--- config.mk ---
export PLATFORM = sky130hd
export DESIGN_NAME = gpc_accum
export DESIGN_NICKNAME = d
export VERILOG_FILES = /design/src/rtl/gpc_accum.sv
export SDC_FILE = /design/constraint.sdc
export NUM_CORES = 1
export LEC_CHECK = 0
export ABC_CLOCK_PERIOD_IN_PS = 2800
export CORE_MARGIN = 2
export CORE_UTILIZATION = 54
export CTS_CLUSTER_SIZE = 24
export DETAILED_ROUTE_END_ITERATION = 6
export PLACE_DENSITY = 0.89
export SLEW_MARGIN = 20
export SYNTH_ARGS = -nofsm -noshare
export SYNTH_HDL_FRONTEND = slang
export SYNTH_SLANG_ARGS = --single-unit
--- constraint.sdc ---
create_clock -name clk -period 2.8 [get_ports clk]
set_clock_uncertainty 0.2 [all_clocks]
set_input_delay 0.42 -clock clk [delete_from_list [all_inputs] [get_ports clk]]
set_output_delay 0.42 -clock clk [all_outputs]
set_load 0.1 [all_outputs]
--- src/rtl/gpc_accum.sv ---
// Generalized parallel counter feeding a saturating frame accumulator.
// Two-stage valid/ready pipeline: stage 1 holds the beat sum, stage 2 the accumulator and result.
module gpc_accum #(
    parameter int unsigned N0    = 6,
    parameter int unsigned N2    = 2,
    parameter int unsigned ACC_W = 12
) (
    input  logic             clk,
    input  logic             rst_n,
    input  logic             in_valid,
    output logic             in_ready,
    input  logic [N0-1:0]    src0,
    input  logic [N2-1:0]    src2,
    input  logic             acc_en,
    input  logic             in_last,
    output logic             out_valid,
    input  logic             out_ready,
    output logic [ACC_W-1:0] dst,
    output logic             out_ovf
);
    localparam int unsigned SUM_W = $clog2(N0 + 4 * N2 + 1);
    localparam int unsigned EXT_W = ACC_W + 1;

    logic [SUM_W-1:0] beat_sum;
    logic             s1_valid_q, s1_valid_d;
    logic [SUM_W-1:0] s1_sum_q, s1_sum_d;
    logic             s1_acc_q, s1_acc_d;
    logic             s1_last_q, s1_last_d;
    logic [ACC_W-1:0] acc_q, acc_d;
    logic             facc_ovf_q, facc_ovf_d;
    logic             out_valid_q, out_valid_d;
    logic [ACC_W-1:0] dst_q, dst_d;
    logic             out_ovf_q, out_ovf_d;
    logic             s2_free, s1_adv, in_accept;
    logic [EXT_W-1:0] add_full;
    logic [ACC_W-1:0] add_sat;

    always_comb begin
        beat_sum = '0;
        for (int i = 0; i < int'(N0); i++) begin
            beat_sum = beat_sum + SUM_W'(src0[i]);
        end
        for (int i = 0; i < int'(N2); i++) begin
            beat_sum = beat_sum + (src2[i] ? SUM_W'(4) : '0);
        end
    end

    // in_ready depends only on state and out_ready; reset holds it low.
    assign s2_free   = !out_valid_q || out_ready;
    assign s1_adv    = s1_valid_q && s2_free;
    assign in_ready  = rst_n && (!s1_valid_q || s2_free);
    assign in_accept = in_valid && in_ready;

    always_comb begin
        s1_valid_d = s1_valid_q;
        s1_sum_d   = s1_sum_q;
        s1_acc_d   = s1_acc_q;
        s1_last_d  = s1_last_q;
        if (in_accept) begin
            s1_valid_d = 1'b1;
            s1_sum_d   = beat_sum;
            s1_acc_d   = acc_en;
            s1_last_d  = in_last;
        end else if (s1_adv) begin
            s1_valid_d = 1'b0;
        end
    end

    assign add_full = {1'b0, acc_q} + EXT_W'(s1_sum_q);
    assign add_sat  = add_full[ACC_W] ? '1 : add_full[ACC_W-1:0];

    always_comb begin
        acc_d       = acc_q;
        facc_ovf_d  = facc_ovf_q;
        out_valid_d = out_valid_q && !out_ready;
        dst_d       = dst_q;
        out_ovf_d   = out_ovf_q;
        if (s1_adv) begin
            if (!s1_acc_q) begin
                out_valid_d = 1'b1;
                dst_d       = ACC_W'(s1_sum_q);
                out_ovf_d   = 1'b0;
            end else if (!s1_last_q) begin
                acc_d      = add_sat;
                facc_ovf_d = facc_ovf_q | add_full[ACC_W];
            end else begin
                out_valid_d = 1'b1;
                dst_d       = add_sat;
                out_ovf_d   = facc_ovf_q | add_full[ACC_W];
                acc_d       = '0;
                facc_ovf_d  = 1'b0;
            end
        end
    end

    always_ff @(posedge clk or negedge rst_n) begin
        if (!rst_n) begin
            s1_valid_q  <= 1'b0;
            s1_sum_q    <= '0;
            s1_acc_q    <= 1'b0;
            s1_last_q   <= 1'b0;
            acc_q       <= '0;
            facc_ovf_q  <= 1'b0;
            out_valid_q <= 1'b0;
            dst_q       <= '0;
            out_ovf_q   <= 1'b0;
        end else begin
            s1_valid_q  <= s1_valid_d;
            s1_sum_q    <= s1_sum_d;
            s1_acc_q    <= s1_acc_d;
            s1_last_q   <= s1_last_d;
            acc_q       <= acc_d;
            facc_ovf_q  <= facc_ovf_d;
            out_valid_q <= out_valid_d;
            dst_q       <= dst_d;
            out_ovf_q   <= out_ovf_d;
        end
    end

    assign out_valid = out_valid_q;
    assign dst       = dst_q;
    assign out_ovf   = out_ovf_q;

endmodule

# After elaboration in Yosys (flattened, before gate mapping)
# Cells that the tools add are included.
# W data, S select, Z words.
dict set report op_classes {
  eq_ne 1
  n_reduce_logical 12
  mux 14
  add_sub_neg 8
  bitwise 1
}
# op n
set ops {}
lappend ops {{$mux W12} 4}
lappend ops {{$add A12 B4 Y13} 1}
lappend ops {{$add A4 B1 Y4} 2}
lappend ops {{$add A4 B3 Y4} 2}
lappend ops {{$mux W1} 8}
lappend ops {{$mux W3} 2}
lappend ops {{$add A3 B1 Y4} 1}
lappend ops {{$logic_and A1 B1 Y1} 4}
lappend ops {{$reduce_and A2 Y1} 2}
lappend ops {{$add A2 B1 Y3} 1}
lappend ops {{$logic_not A1 Y1} 3}
lappend ops {{$add A1 B1 Y2} 1}
lappend ops {{$logic_or A1 B1 Y1} 2}
lappend ops {{$ne A2 B1 Y1 const B} 1}
lappend ops {{$reduce_bool A2 Y1} 1}
lappend ops {{$or A1 B1 Y1} 1}
dict set report word_totals {
  output_inout_bits 15
  reg_bits 34
  in_bits 14
  wordCells 45
}

# Depth between registers and ports, before layout
# Gate-level depths: netlist of run 1.
dict set report depth {
  word_depth 7
  depth_mapped 9
  ltp_nobuf 9
}

# Worst setup path before layout of run 1
# No wires, ideal clock.
dict set report synth_path {
  path_type {input port to flip-flop}
  start {input port src0[0]}
  end {register s1_sum_q[2]}
  setup_ns 0.085
  required_time_ns 2.515
  stages 9
  path_buffers 0
  slack_ns 0.250
  arrival_time_ns 2.265
  cell_sequence {fa_1 > inv_1 > fa_1 > inv_1 > ha_1 > inv_1 > fa_1 > xor2_1 > o21ai_0}
}
dict set report synth_via {
  elab_chain_cells 7
}
# item line
set synth_rtl {}
lappend synth_rtl {{from (decl)} 12} ;# input logic [N0-1:0] src0,
lappend synth_rtl {{$add A1 B1 Y2} 41} ;# beat_sum = beat_sum + SUM_W'(src0[i]);
lappend synth_rtl {{$add A2 B1 Y3} 41}
lappend synth_rtl {{$add A3 B1 Y4} 41}
lappend synth_rtl {{$add A4 B1 Y4 (2 in series)} 41}
lappend synth_rtl {{$add A4 B3 Y4 (2 in series)} 44} ;# beat_sum = beat_sum + (src2[i] ? SUM_W'(4) : '0);
lappend synth_rtl {{to (signal assigned)} 109} ;# s1_sum_q <= s1_sum_d;
lappend synth_rtl {{to (decl)} 26} ;# logic [SUM_W-1:0] s1_sum_q, s1_sum_d;
# Every way passes these cells.
# A chain may end at the register's enable or synchronous reset.

# Worst setup path in the final report of run 1
# Ends and elaborated chain as after synthesis.

==> qor.log, run 1 <==
qor: cts.cts_made_buffers 5
qor: timing.grt_setup_unrepaired no
qor: timing.final_min_period_over_clock_period 94.7%
qor: cts.cts_tree done
qor: yosys.seq_area_frac_synth 41.1%
qor: cts.cts.root.buffer_cell sky130_fd_sc_hd__clkbuf_8
qor: layout.nNetsFinal 260
qor: yosys.synthFlopType sky130_fd_sc_hd__dfrtp_1
qor: power_and_ir_drop.ir_drop 0.000470 V
qor: detailed_routing.ant_nets 0
qor: global_routing.grt_remaining_overflow 0
qor: power_and_ir_drop.sw_frac_of_total 44.6%
qor: floorplan.floorplan.io_pins 29
qor: layout.layoutNonFillerInstCount 284
qor: power_and_ir_drop.seq_power_share 35.7%
qor: power_and_ir_drop.p_leak 1.14 nW
qor: timing.worst_slew_pin_slew 856 ps
qor: yosys.synth_nets 233
qor: layout.layout_commonest_cell sky130_fd_sc_hd__dfrtp_1
qor: power_and_ir_drop.clock_power_share 20.5%
qor: yosys.post_synth_num_cell_types 54
qor: critical_path.regToRegStartpoint s1_sum_q[0]
qor: power_and_ir_drop.p_int 1.03 mW
qor: yosys.synth_edf_count 0
qor: detailed_routing.route.final.wire_length 4.78 mm
qor: layout.fillCellCount 302
qor: floorplan.floorplan.die.width 65.9 microns
qor: layout.post_route_cells_drive_above_1_share 19.1%
qor: critical_path.end_kind flip-flop
qor: place.place.gp.congestion 0.866
qor: timing.slew_headroom 42.8%
qor: cts.clock_transition_at_the_register_clock_pins_on_the_worst_setup_and_hold_paths_after_cts 70 ps
qor: global_routing.grt_pass1_vias 1662
qor: floorplan.placeableCoreArea 3690 sq um
qor: global_routing.grt_start_max_net_pins 28
qor: yosys.synthesis.area_per_instance 9.96 sq um
qor: layout.syn2layout_area_growth 18.4%
qor: floorplan.number_of_placement_rows 22
qor: hold_path.min-delay-path-class primary input to async pin
qor: critical_path.critPathRequiredTime 2760 ps
qor: place.placed_wire_length_estimate 3.27 mm
qor: yosys.ys.warnings.count 0
qor: detailed_routing.dr_total_vias 1753
qor: critical_path.r2r_setup_slk 360 ps
qor: yosys.netlist_area 2070 sq um
qor: layout.highest_count_cells_in_the_layout_ignoring_fill_and_taps 34 x sky130_fd_sc_hd__dfrtp_1, 23 x sky130_fd_sc_hd__nand2_1, 18 x sky130_fd_sc_hd__buf_4
qor: critical_path.ff2ff_path_depth 6
qor: layout.multiInputGateArea 1120 sq um
qor: detailed_routing.drc_errors 0
qor: critical_path.critical_path.max_fanout 2
qor: place.portBuffers 28
qor: power_and_ir_drop.sw_power 829 uW
qor: global_routing.antenna_found_initial 0
qor: place.post-place-cells 275
qor: layout.layout.core_utilization 66.5%
qor: power_and_ir_drop.comb_pwr_share 43.9%
qor: cts.ctsHtreeMaxLevel 2
qor: detailed_routing.viasPerCell 6.17
qor: power_and_ir_drop.power-per-cell-area 758 nW/um^2
qor: timing.fmaxAchievable 377 MHz
qor: yosys.syn-instance-count 208
qor: yosys.ys_async_sr_fraction 100%
qor: run.cap_viol_max_count 0
qor: timing.final_max_slew_viol_count 0
qor: floorplan.die_height 65.9 microns
qor: detailed_routing.drt-pass1-iter-count 4
qor: run_status.run_status finished, final reports clean
qor: global_routing.grt.total_usage 24.1%
qor: layout.seq_area 851 sq um
qor: timing.report.final.hold_viol_count 0
qor: floorplan.die-area 4350 sq um
qor: layout.n_antenna_cell 0
qor: cts.worst_skew_pair.late_latency 300 ps
qor: global_routing.wire_length_of_the_first_global_routing_pass 7.78 mm
qor: critical_path.worst_r2r_endpoint dst[3]
qor: detailed_routing.dr_wl_cell 16.8 microns
qor: cts.clock_sink_count 34
qor: critical_path.crit_arrival 2610 ps
qor: cts.cts-root-to-sink-buffers 2
qor: floorplan.initial_core_util 56.2%
qor: detailed_routing.dr.first_iter.drc_count 192
qor: yosys.synth.ff_latch_count 34
qor: critical_path.critical_path.startpoint_type primary input
qor: timing.finalSetupViolations 0
qor: timing.final.min_clock_period 2650 ps
qor: critical_path.criticalPathCategory primary input to flip-flop
[logic make-up (layout without fill, tap and decap cells)]
family | after synthesis | count (layout) | synth area share, %
adders and majority gates | 11 | 11 | 8.09
and+or+nand+nor | 66 | 66 | 18.8
buffers and inverters | 23 | 51 | 5.07
DFF | 34 | 34 | 41.1
AOI/OAI and AO/OA | 66 | 66 | 23.3
xor gates and xnor gates | 5 | 5 | 2.11
muxes | 3 | 3 | 1.63
[cell type report]
class	instances	area share [%]
clock inverters	1	0.204
inverters	11	1.68
repair buffers	32	11.8
flip-flops and latches	34	34.7
well taps	48	2.45
multi-input cells	151	45.7
clock buffers	7	3.52
[stage by stage]
step,area (sq um),setup TNS [ps],setup slack (ps),power (mW),hold slack (ps)
detailed placement,2350,-783,-325,1.47,258
floorplan,2070,0,250,1.28,-75.6
global placement,2350,-554,-250,1.44,251
CTS,2440,0,39.9,1.85,250
finish,2450,0,148,1.86,240
global route,2450,0,63.3,1.95,259
[power groups by stage]
stage	Combinational (mW)	Sequential, mW	Clock, mW
finish	0.816	0.664	0.381
global route	0.878	0.674	0.399
CTS	0.806	0.662	0.379
detailed placement	0.798	0.670	0
global placement	0.777	0.664	0
floorplan	0.381	0.897	0
[routing by layer]
| metal | track usage (%) | part of all wire [%] |
|---|---|---|
| met3 | 6.81 | 4.4 |
| met2 | 41.0 | 51 |
| met4 | 7.40 | 1.3 |
| met5 | 0 | 0 |
| met1 | 29.6 | 43 |
[timing repair]
action                                  in CTS  in global routing
pin swaps                                    1                  1
gates resized for setup                      4                  3
hold buffers                                 0                  0
endpoints found under the setup margin       1                  2
hold endpoints to repair                     0                  0
buffers inserted                             0                  1
[worst max-delay path by stage]
stage	from	to
5_1_grt	src0[0]	s1_sum_q[2]
6_report	src0[0]	s1_sum_q[2]
3_3_place_gp	src0[0]	s1_sum_q[2]
2_1_floorplan	src0[0]	s1_sum_q[2]
4_1_cts	src0[3]	s1_sum_q[2]
3_5_place_dp	src0[0]	s1_sum_q[2]
[synthesized netlist by cell type (3+ instances only)]
cell / count / area share, %
sky130_fd_sc_hd__a21oi_1: 9 / 2.2
sky130_fd_sc_hd__a21oi_2: 3 / 1.3
sky130_fd_sc_hd__a22oi_1: 8 / 2.9
sky130_fd_sc_hd__buf_2: 6 / 1.4
sky130_fd_sc_hd__clkbuf_1: 4 / 0.72
sky130_fd_sc_hd__dfrtp_1: 34 / 41
sky130_fd_sc_hd__fa_1: 4 / 3.9
sky130_fd_sc_hd__ha_1: 7 / 4.2
sky130_fd_sc_hd__inv_1: 11 / 2.0
sky130_fd_sc_hd__mux2_2: 3 / 1.6
sky130_fd_sc_hd__nand2_1: 23 / 4.2
sky130_fd_sc_hd__nand3_1: 10 / 2.4
sky130_fd_sc_hd__nand4_1: 3 / 0.91
sky130_fd_sc_hd__nor2_1: 5 / 0.91
sky130_fd_sc_hd__o211ai_1: 7 / 2.5
sky130_fd_sc_hd__o21ai_0: 14 / 3.4
sky130_fd_sc_hd__o31ai_1: 4 / 1.4
sky130_fd_sc_hd__or4_1: 7 / 2.5
sky130_fd_sc_hd__xnor2_1: 3 / 1.3
[worst max-delay path, cell delays in order]
cell and delay (ps):
sky130_fd_sc_hd__dlygate4sd2_1 250, sky130_fd_sc_hd__fa_1 540, sky130_fd_sc_hd__inv_1 60, sky130_fd_sc_hd__fa_1 440, sky130_fd_sc_hd__inv_1 70, sky130_fd_sc_hd__ha_2 170
sky130_fd_sc_hd__inv_1 60, sky130_fd_sc_hd__fa_2 350, sky130_fd_sc_hd__xor2_1 160, sky130_fd_sc_hd__o21ai_1 90
[state kept, by name (all words and copies together) (netlist names)]
signal / cells
s1_acc_q: 1
s1_valid_q: 1
dst: 12
out_valid: 1
acc_q: 12
out_ovf: 1
facc_ovf_q: 1
s1_sum_q: 4
s1_last_q: 1
(Power assumes the default switching activity.)
==> inputs of run 2 (changes only) <==
--- a/config.mk
+++ b/config.mk
@@ -5,10 +5,11 @@
 export SDC_FILE = /design/constraint.sdc
 export NUM_CORES = 1
 export LEC_CHECK = 0
+export ABC_AREA = 1
 export ABC_CLOCK_PERIOD_IN_PS = 2800
 export CORE_MARGIN = 2
 export CORE_UTILIZATION = 54
-export CTS_CLUSTER_SIZE = 24
+export CTS_CLUSTER_SIZE = 10
 export DETAILED_ROUTE_END_ITERATION = 6
 export PLACE_DENSITY = 0.89
 export SLEW_MARGIN = 20
==> run 2 against run 1 <==
Net effect:
- critical path depth down 1
- clock power up 20%
- sequential cell count unchanged
- final cell count up 17%
- clock-buffer cell count down 1
- worst setup slack worse by 61 ps
==> qor.log, run 2 <==
qor: detailed_routing.ant_nets 0 [unchanged]
qor: global_routing.use_met1 27.4% [-2.2 points]
qor: global_routing.grt_use_met3 4.62% [-2.2 points]
qor: cts.cts.repair_timing.setup_buffer_count 0 [unchanged]
qor: critical_path.crit_path_top_delay_cell sky130_fd_sc_hd__fa_2
qor: layout.nNetsFinal 309 [+19%]
qor: detailed_routing.drc_errors 0 [unchanged]
qor: critical_path.crit_arrival 2680 ps [+70 ps]
qor: detailed_routing.drt-pass1-iter-count 4 [unchanged]
qor: layout.layout.core_utilization 67.0% [+0.49 points]
qor: power_and_ir_drop.sw_frac_of_total 47.4% [+2.9 points]
qor: global_routing.grt_start_max_net_pins 35 [+25%]
qor: critical_path.crit_family adder cells
qor: cts.cts-root-to-sink-buffers 2 [unchanged]
qor: detailed_routing.dr.first_iter.drc_count 126 [-34%]
qor: cts.cts_tree done
qor: layout.n_antenna_cell 0 [unchanged]
qor: yosys.yosys.area.top_type_share 42.1% [+1.1 points]
qor: yosys.synth_nets 276 [+18%]
qor: timing.final.min_clock_period 2710 ps [+60.9 ps]
qor: layout.highest_count_cells_in_the_layout_ignoring_fill_and_taps 95 x sky130_fd_sc_hd__nand2_1, 34 x sky130_fd_sc_hd__dfrtp_1, 29 x sky130_fd_sc_hd__inv_1
qor: detailed_routing.dr_total_vias 1706 [-2.7%]
qor: power_and_ir_drop.p_int 1.23 mW [+20%]
qor: power_and_ir_drop.seq_power_share 31.9% [-3.8 points]
qor: yosys.post_synth_num_cell_types 27 [-50%]
qor: cts.cts_made_buffers 5 [unchanged]
qor: cts.cts.root.buffer_cell sky130_fd_sc_hd__clkbuf_8
qor: floorplan.floorplan.io_pins 29 [unchanged]
qor: floorplan.number_of_placement_rows 22 [unchanged]
qor: place.portBuffers 28 [unchanged]
qor: critical_path.critical_path.startpoint_type primary input
qor: timing.slew_headroom 72.1% [+29 points]
qor: yosys.synth_edf_count 0 [unchanged]
qor: timing.setup-tns-final 0 ps [unchanged]
qor: global_routing.grt_util_met2 37.1% [-3.9 points]
qor: layout.seq_area 851 sq um [unchanged]
qor: cts.ctsHtreeMaxLevel 2 [unchanged]
qor: critical_path.cpPeakStageDelay 510 ps [-30 ps]
qor: place.placed_wire_length_estimate 3.06 mm [-6.5%]
qor: global_routing.wire_length_of_the_first_global_routing_pass 7.16 mm [-7.9%]
qor: yosys.synthesis.area_per_instance 8.05 sq um [-19%]
qor: place.place.gp.congestion 0.924 [+6.7%]
qor: critical_path.path_cells clkdlybuf4s50_1 -> fa_1 -> inv_1 -> fa_1 -> inv_1 -> ha_2 -> inv_1 -> fa_2 -> o21ai_0
qor: hold_path.timing.hold.worst_path_depth 2
qor: yosys.netlist_area 2020 sq um [-2.5%]
qor: yosys.post_synth_main_area_contributors sky130_fd_sc_hd__dfrtp_1 42%, sky130_fd_sc_hd__nand2_1 18%, sky130_fd_sc_hd__inv_1 5.4%
qor: critical_path.criticalPathCategory primary input to flip-flop
qor: timing.grt_setup_unrepaired no
qor: detailed_routing.viasPerCell 5.14 [-17%]
qor: place.place_area 2310 sq um [-1.4%]
qor: critical_path.critPathMostFrequentCell sky130_fd_sc_hd__inv_1
qor: global_routing.antenna_found_initial 0 [unchanged]
qor: layout.layout_commonest_cell sky130_fd_sc_hd__nand2_1
qor: yosys.seq_area_frac_synth 42.1% [+1.1 points]
qor: yosys.syn-instance-count 251 [+21%]
qor: timing.final_min_period_over_clock_period 96.9% [+2.2 points]
qor: layout.layoutNonFillerInstCount 332 [+17%]
qor: floorplan.initial_core_util 55.6% [-0.60 points]
qor: power_and_ir_drop.comb_pwr_share 48.7% [+4.8 points]
qor: power_and_ir_drop.sw_power 1.11 mW [+34%]
qor: global_routing.grt_pass1_vias 1682 [+1.2%]
qor: critical_path.end_kind flip-flop
qor: timing.fmaxAchievable 369 MHz [-2.2%]
qor: timing.report.final.hold_viol_count 0 [unchanged]
qor: yosys.ys_async_sr_fraction 100% [unchanged]
qor: run_status.run_status finished, final reports clean
qor: yosys.synth.ff_latch_count 34 [unchanged]
qor: global_routing.gr-max-usage-layer met2
qor: critical_path.logic_depth_of_the_worst_path_buffers_included 9 [-1]
qor: global_routing.grt_remaining_overflow 0 [unchanged]
qor: layout.fillCellCount 299 [-0.99%]
qor: power_and_ir_drop.power-per-cell-area 963 nW/um^2 [+27%]
qor: hold_path.min-delay-path-class flip-flop to flip-flop
qor: detailed_routing.dr_wl_cell 12.1 microns [-28%]
qor: power_and_ir_drop.ir_drop 0.000643 V [+37%]
qor: floorplan.floorplan.die.width 65.2 microns [-1.2%]
qor: yosys.synth_most_common_cell sky130_fd_sc_hd__nand2_1
qor: layout.finish.instance_area 2430 sq um [-0.76%]
qor: power_and_ir_drop.clock_power_share 19.5% [-1.0 points]
qor: cts.clock_transition_at_the_register_clock_pins_on_the_worst_setup_and_hold_paths_after_cts 60 ps [about the same]
qor: layout.syn2layout_area_growth 20.6%
qor: detailed_routing.route.final.wire_length 4.01 mm [-16%]
qor: critical_path.cp_bufs_invs 4 [unchanged]
qor: yosys.ys.warnings.count 0 [unchanged]
qor: cts.worst_skew_pair.late_latency 290 ps [about the same]
qor: floorplan.die-area 4250 sq um [-2.4%]
qor: floorplan.die_height 65.2 microns [-1.2%]
qor: yosys.synthFlopType sky130_fd_sc_hd__dfrtp_1
qor: timing.worst_slew_pin_slew 418 ps [-438 ps]
qor: cts.clock_sink_count 34 [unchanged]
qor: power_and_ir_drop.p_leak 1.31 nW [+15%]
qor: yosys.netlist.top_cell.by_area sky130_fd_sc_hd__dfrtp_1
qor: critical_path.critPathRequiredTime 2760 ps [about the same]
qor: run.cap_viol_max_count 0 [unchanged]
qor: timing.final_max_slew_viol_count 0 [unchanged]
qor: critical_path.ff2ff_path_depth 7 [+1]
qor: layout.post_route_cells_drive_above_1_share 17.6% [-1.5 points]
qor: yosys.yosys-top-cells-count 95 x sky130_fd_sc_hd__nand2_1, 34 x sky130_fd_sc_hd__dfrtp_1, 29 x sky130_fd_sc_hd__inv_1, 18 x sky130_fd_sc_hd__nand3_1, 10 x sky130_fd_sc_hd__nor2_1
qor: place.post-place-cells 325 [+18%]
qor: timing.finalSetupViolations 0 [unchanged]
qor: critical_path.critical_path.max_fanout 2 [unchanged]
qor: layout.multiInputGateArea 1020 sq um [-8.9%]
qor: global_routing.grt.total_usage 22.2% [-1.9 points]
qor: floorplan.placeableCoreArea 3630 sq um [-1.5%]
[run 2: power groups by stage]
stage / logic (mW) / clock network [mW] / registers, mW
after floorplan: 0.493 / 0 / 1.15
after global placement: 1.11 / 0 / 0.753
after detailed placement: 1.14 / 0 / 0.755
after CTS: 1.15 / 0.467 / 0.749
after global routing: 1.24 / 0.486 / 0.766
final: 1.14 / 0.456 / 0.748
[run 2: logic make-up after synthesis]
| logic type | share of synthesized area [%] |
|---|---|
| buffers and inverters | 7.56 |
| XOR/XNOR | 2.17 |
| flip-flops | 42.1 |
| AO/OA/AOI/OAI | 6.44 |
| AND/OR/NAND/NOR | 33.4 |
| adder cells (fa/ha/maj) | 8.30 |
[run 2: per-stage QoR]
step	hold WS (ps)	power, mW	setup slack [ps]
floorplan	-75.6	1.64	232
global placement	264	1.86	-261
detailed placement	271	1.90	-332
CTS	289	2.37	14.8
global route	310	2.49	13.4
finish	282	2.35	87.1
[run 2: final timing paths]
check                      slack [ps]         from          end
max in group asynchronous        1630        rst_n       dst[1]
max                                90      src0[3]  s1_sum_q[1]
min in group asynchronous         470        rst_n    acc_q[10]
min reg2reg                       280       dst[3]       dst[3]
min                               280       dst[3]       dst[3]
max reg2reg                       470  s1_sum_q[0]     acc_q[1]
[run 2: cell type report]
| type | count | share of cell area (%) |
|---|---|---|
| Tap cell | 48 | 2.47 |
| Multi-Input combinational cell | 182 | 41.9 |
| Inverter | 32 | 5.04 |
| Sequential cell | 34 | 34.9 |
| Clock inverter | 1 | 1.23 |
| Clock buffer | 6 | 3.39 |
| Timing Repair Buffer | 29 | 11.0 |
[run 2: routing by layer]
metal / routed length [microns] / share of wire (%)
met5: 0 / 0
met4: 107 / 2.7
met3: 147 / 3.7
met2: 1990 / 50
met1: 1770 / 44
[run 2: what timing repair did]
item	in CTS	in global routing
resized for setup	3	2
setup endpoints to repair	1	2
hold buffers	0	0
[run 2: worst register-to-register path: cells and delay by family, from the launching register on]
kind	cells	cell delay (ps)
and+or+nand+nor	4	710
adders and majority gates	2	690
DFF	1	410
AOI/OAI and AO/OA	1	210
==> inputs of run 3 (changes only) <==
--- a/config.mk
+++ b/config.mk
@@ -8,10 +8,11 @@
 export ABC_AREA = 1
 export ABC_CLOCK_PERIOD_IN_PS = 2800
 export CORE_MARGIN = 2
-export CORE_UTILIZATION = 54
+export CORE_UTILIZATION = 60
 export CTS_CLUSTER_SIZE = 10
 export DETAILED_ROUTE_END_ITERATION = 6
-export PLACE_DENSITY = 0.89
+export DONT_BUFFER_PORTS = 1
+export PLACE_DENSITY = 0.86
 export SLEW_MARGIN = 20
 export SYNTH_ARGS = -nofsm -noshare
 export SYNTH_HDL_FRONTEND = slang
==> run 3 against run 2 <==
Net effect:
- final area is 11% lower
- clock-buffer cell count stayed put
- die area is 9.4% lower
- global-route usage is 0.92 points higher
- first-iteration DRC count is 36% lower
- sequential share of layout area is 4.2 points higher
- non-clock buffer count is 23 lower
- final cell count is 7.2% lower
- largest power group is now registers
==> qor.log, run 3 (synthesis results as in run 2) <==
qor: critical_path.critical_path.startpoint_type primary input
qor: layout.highest_count_cells_in_the_layout_ignoring_fill_and_taps 95 x sky130_fd_sc_hd__nand2_1, 34 x sky130_fd_sc_hd__dfrtp_1, 29 x sky130_fd_sc_hd__inv_1
qor: critical_path.critPathRequiredTime 2870 ps [+110 ps]
qor: cts.worst_skew_pair.late_latency 350 ps [+60 ps]
qor: cts.cts_made_buffers 5 [unchanged]
qor: timing.final_max_slew_viol_count 0 [unchanged]
qor: global_routing.wire_length_of_the_first_global_routing_pass 6.38 mm [-11%]
qor: power_and_ir_drop.seq_power_share 56.0% [+24 points]
qor: critical_path.end_kind flip-flop
qor: detailed_routing.ant_nets 0 [unchanged]
qor: place.place.gp.congestion 0.896 [-3.1%]
qor: cts.clock_transition_at_the_register_clock_pins_on_the_worst_setup_and_hold_paths_after_cts 100 ps [+40 ps]
qor: timing.setup-tns-final 0 ps [unchanged]
qor: timing.report.final.hold_viol_count 0 [unchanged]
qor: place.placed_wire_length_estimate 2.71 mm [-11%]
qor: detailed_routing.dr.first_iter.drc_count 81 [-36%]
qor: detailed_routing.dr_total_vias 1620 [-5.0%]
qor: floorplan.die_height 62.0 microns [-4.8%]
qor: hold_path.min-delay-path-class primary input to flip-flop
qor: cts.cts-root-to-sink-buffers 2 [unchanged]
qor: global_routing.grt_pass1_vias 1469 [-13%]
qor: place.portBuffers 0 [-100%]
qor: detailed_routing.drt-pass1-iter-count 4 [unchanged]
qor: timing.slew_headroom 38.7% [-33 points]
qor: floorplan.die-area 3850 sq um [-9.4%]
qor: detailed_routing.route.final.wire_length 3.73 mm [-7.1%]
qor: floorplan.placeableCoreArea 3280 sq um [-9.6%]
qor: cts.cts_tree done
qor: timing.worst_slew_pin_slew 919 ps [+501 ps]
qor: timing.fmaxAchievable 435 MHz [+18%]
qor: power_and_ir_drop.finalPower 2.06 mW [-12%]
qor: power_and_ir_drop.p_int 976 uW [-21%]
qor: cts.cts.repair_timing.setup_buffer_count 0 [unchanged]
qor: power_and_ir_drop.clock_power_share 14.2% [-5.3 points]
qor: detailed_routing.dr_wl_cell 12.1 microns [+0.19%]
qor: cts.cts.root.buffer_cell sky130_fd_sc_hd__clkbuf_4
qor: power_and_ir_drop.comb_pwr_share 29.9% [-19 points]
qor: timing.final_min_period_over_clock_period 82.1% [-15 points]
qor: layout.layout.core_utilization 66.2% [-0.76 points]
qor: layout.n_antenna_cell 0 [unchanged]
qor: floorplan.floorplan.die.width 62.0 microns [-4.8%]
qor: global_routing.grt_remaining_overflow 0 [unchanged]
qor: power_and_ir_drop.ir_drop 0.000597 V [-7.1%]
qor: critical_path.r2r_setup_slk 520 ps [+50 ps]
qor: timing.fin_ws 500 ps [+413 ps]
qor: floorplan.floorplan.io_pins 29 [unchanged]
qor: layout.post_route_cells_drive_above_1_share 13.7% [-3.9 points]
qor: cts.clock_sink_count 34 [unchanged]
qor: power_and_ir_drop.sw_power 1.08 mW [-2.7%]
qor: global_routing.antenna_found_initial 0 [unchanged]
qor: floorplan.initial_core_util 61.5% [+5.9 points]
qor: detailed_routing.viasPerCell 5.26 [+2.4%]
qor: global_routing.grt.total_usage 23.2% [+0.92 points]
qor: power_and_ir_drop.p_leak 1.16 nW [-11%]
qor: floorplan.number_of_placement_rows 21 [-4.5%]
qor: power_and_ir_drop.sw_frac_of_total 52.6% [+5.1 points]
qor: run_status.run_status finished, final reports clean
qor: critical_path.criticalPathCategory primary input to flip-flop
qor: power_and_ir_drop.power-per-cell-area 946 nW/um^2 [-1.8%]
qor: global_routing.grt_start_max_net_pins 35 [unchanged]
qor: run.cap_viol_max_count 0 [unchanged]
qor: detailed_routing.drc_errors 0 [unchanged]
qor: timing.final.min_clock_period 2300 ps [-413 ps]
qor: cts.ctsHtreeMaxLevel 2 [unchanged]
qor: timing.finalSetupViolations 0 [unchanged]
qor: critical_path.critical_path.max_fanout 2 [unchanged]
qor: layout.nNetsFinal 286 [-7.4%]
qor: place.dp_slack 115 ps [+447 ps]
qor: layout.layout_commonest_cell sky130_fd_sc_hd__nand2_1
qor: layout.syn2layout_area_growth 7.74%
qor: timing.grt_setup_unrepaired no
qor: critical_path.crit_arrival 2370 ps [-310 ps]
[run 3: layer usage]
layer | wire (microns) | GRT usage, % | up-vias
met5 | 0 | 0 | -
met4 | 61 | 7.29 | 0
met3 | 175 | 6.21 | 7
met2 | 1780 | 36.5 | 37
met1 | 1710 | 31.3 | 767
li1 | - | - | 809
[run 3: power groups by stage]
| stage | logic, mW | clock network, mW | registers, mW |
|---|---|---|---|
| finish | 0.615 | 0.292 | 1.15 |
| global route | 0.710 | 0.315 | 1.18 |
| CTS | 0.620 | 0.300 | 1.15 |
| detailed placement | 0.599 | 0 | 1.16 |
| global placement | 0.580 | 0 | 1.16 |
| floorplan | 0.493 | 0 | 1.15 |
[run 3: path summary, 6_finish.rpt]
check,from,endpoint,cells after the start
max,src0[0],s1_sum_q[2],9
min,out_ready,out_valid,3
max reg2reg,s1_sum_q[0],acc_q[1],7
min reg2reg,acc_q[3],acc_q[3],2
max in group asynchronous,rst_n,acc_q[9],2
min in group asynchronous,rst_n,acc_q[7],2
[run 3: worst max-delay path, cell delays in order]
cell	delay (ps)
sky130_fd_sc_hd__fa_1	520
sky130_fd_sc_hd__inv_1	50
sky130_fd_sc_hd__fa_1	430
sky130_fd_sc_hd__inv_1	70
sky130_fd_sc_hd__ha_1	150
sky130_fd_sc_hd__inv_1	50
sky130_fd_sc_hd__fa_1	360
sky130_fd_sc_hd__xor2_1	150
sky130_fd_sc_hd__o21ai_0	160
[run 3: final cells by class]
class	instances	area, sq um
clock buffers	6	51.3
clock inverters	2	12.5
fillers	259	1110
inverters	32	123
multi-input cells	182	1020
flip-flops and latches	34	851
well taps	46	57.6
repair buffers	6	65.1
[run 3: stage by stage]
stage / area [sq um] / std cells / hold slack [ps]
floorplan: 2020 / 251 / -75.6
global placement: 2060 / 296 / -74.4
detailed placement: 2060 / 296 / -74.5
CTS: 2180 / 308 / 47.6
global route: 2180 / 308 / 58.2
finish: 2180 / 308 / 56.4
[run 3: what timing repair did]
item / 4_1_cts / 5_1_grt
endpoints found under the hold margin: 36 / 0
gates resized for setup: 0 / 0
hold buffers: 4 / 0
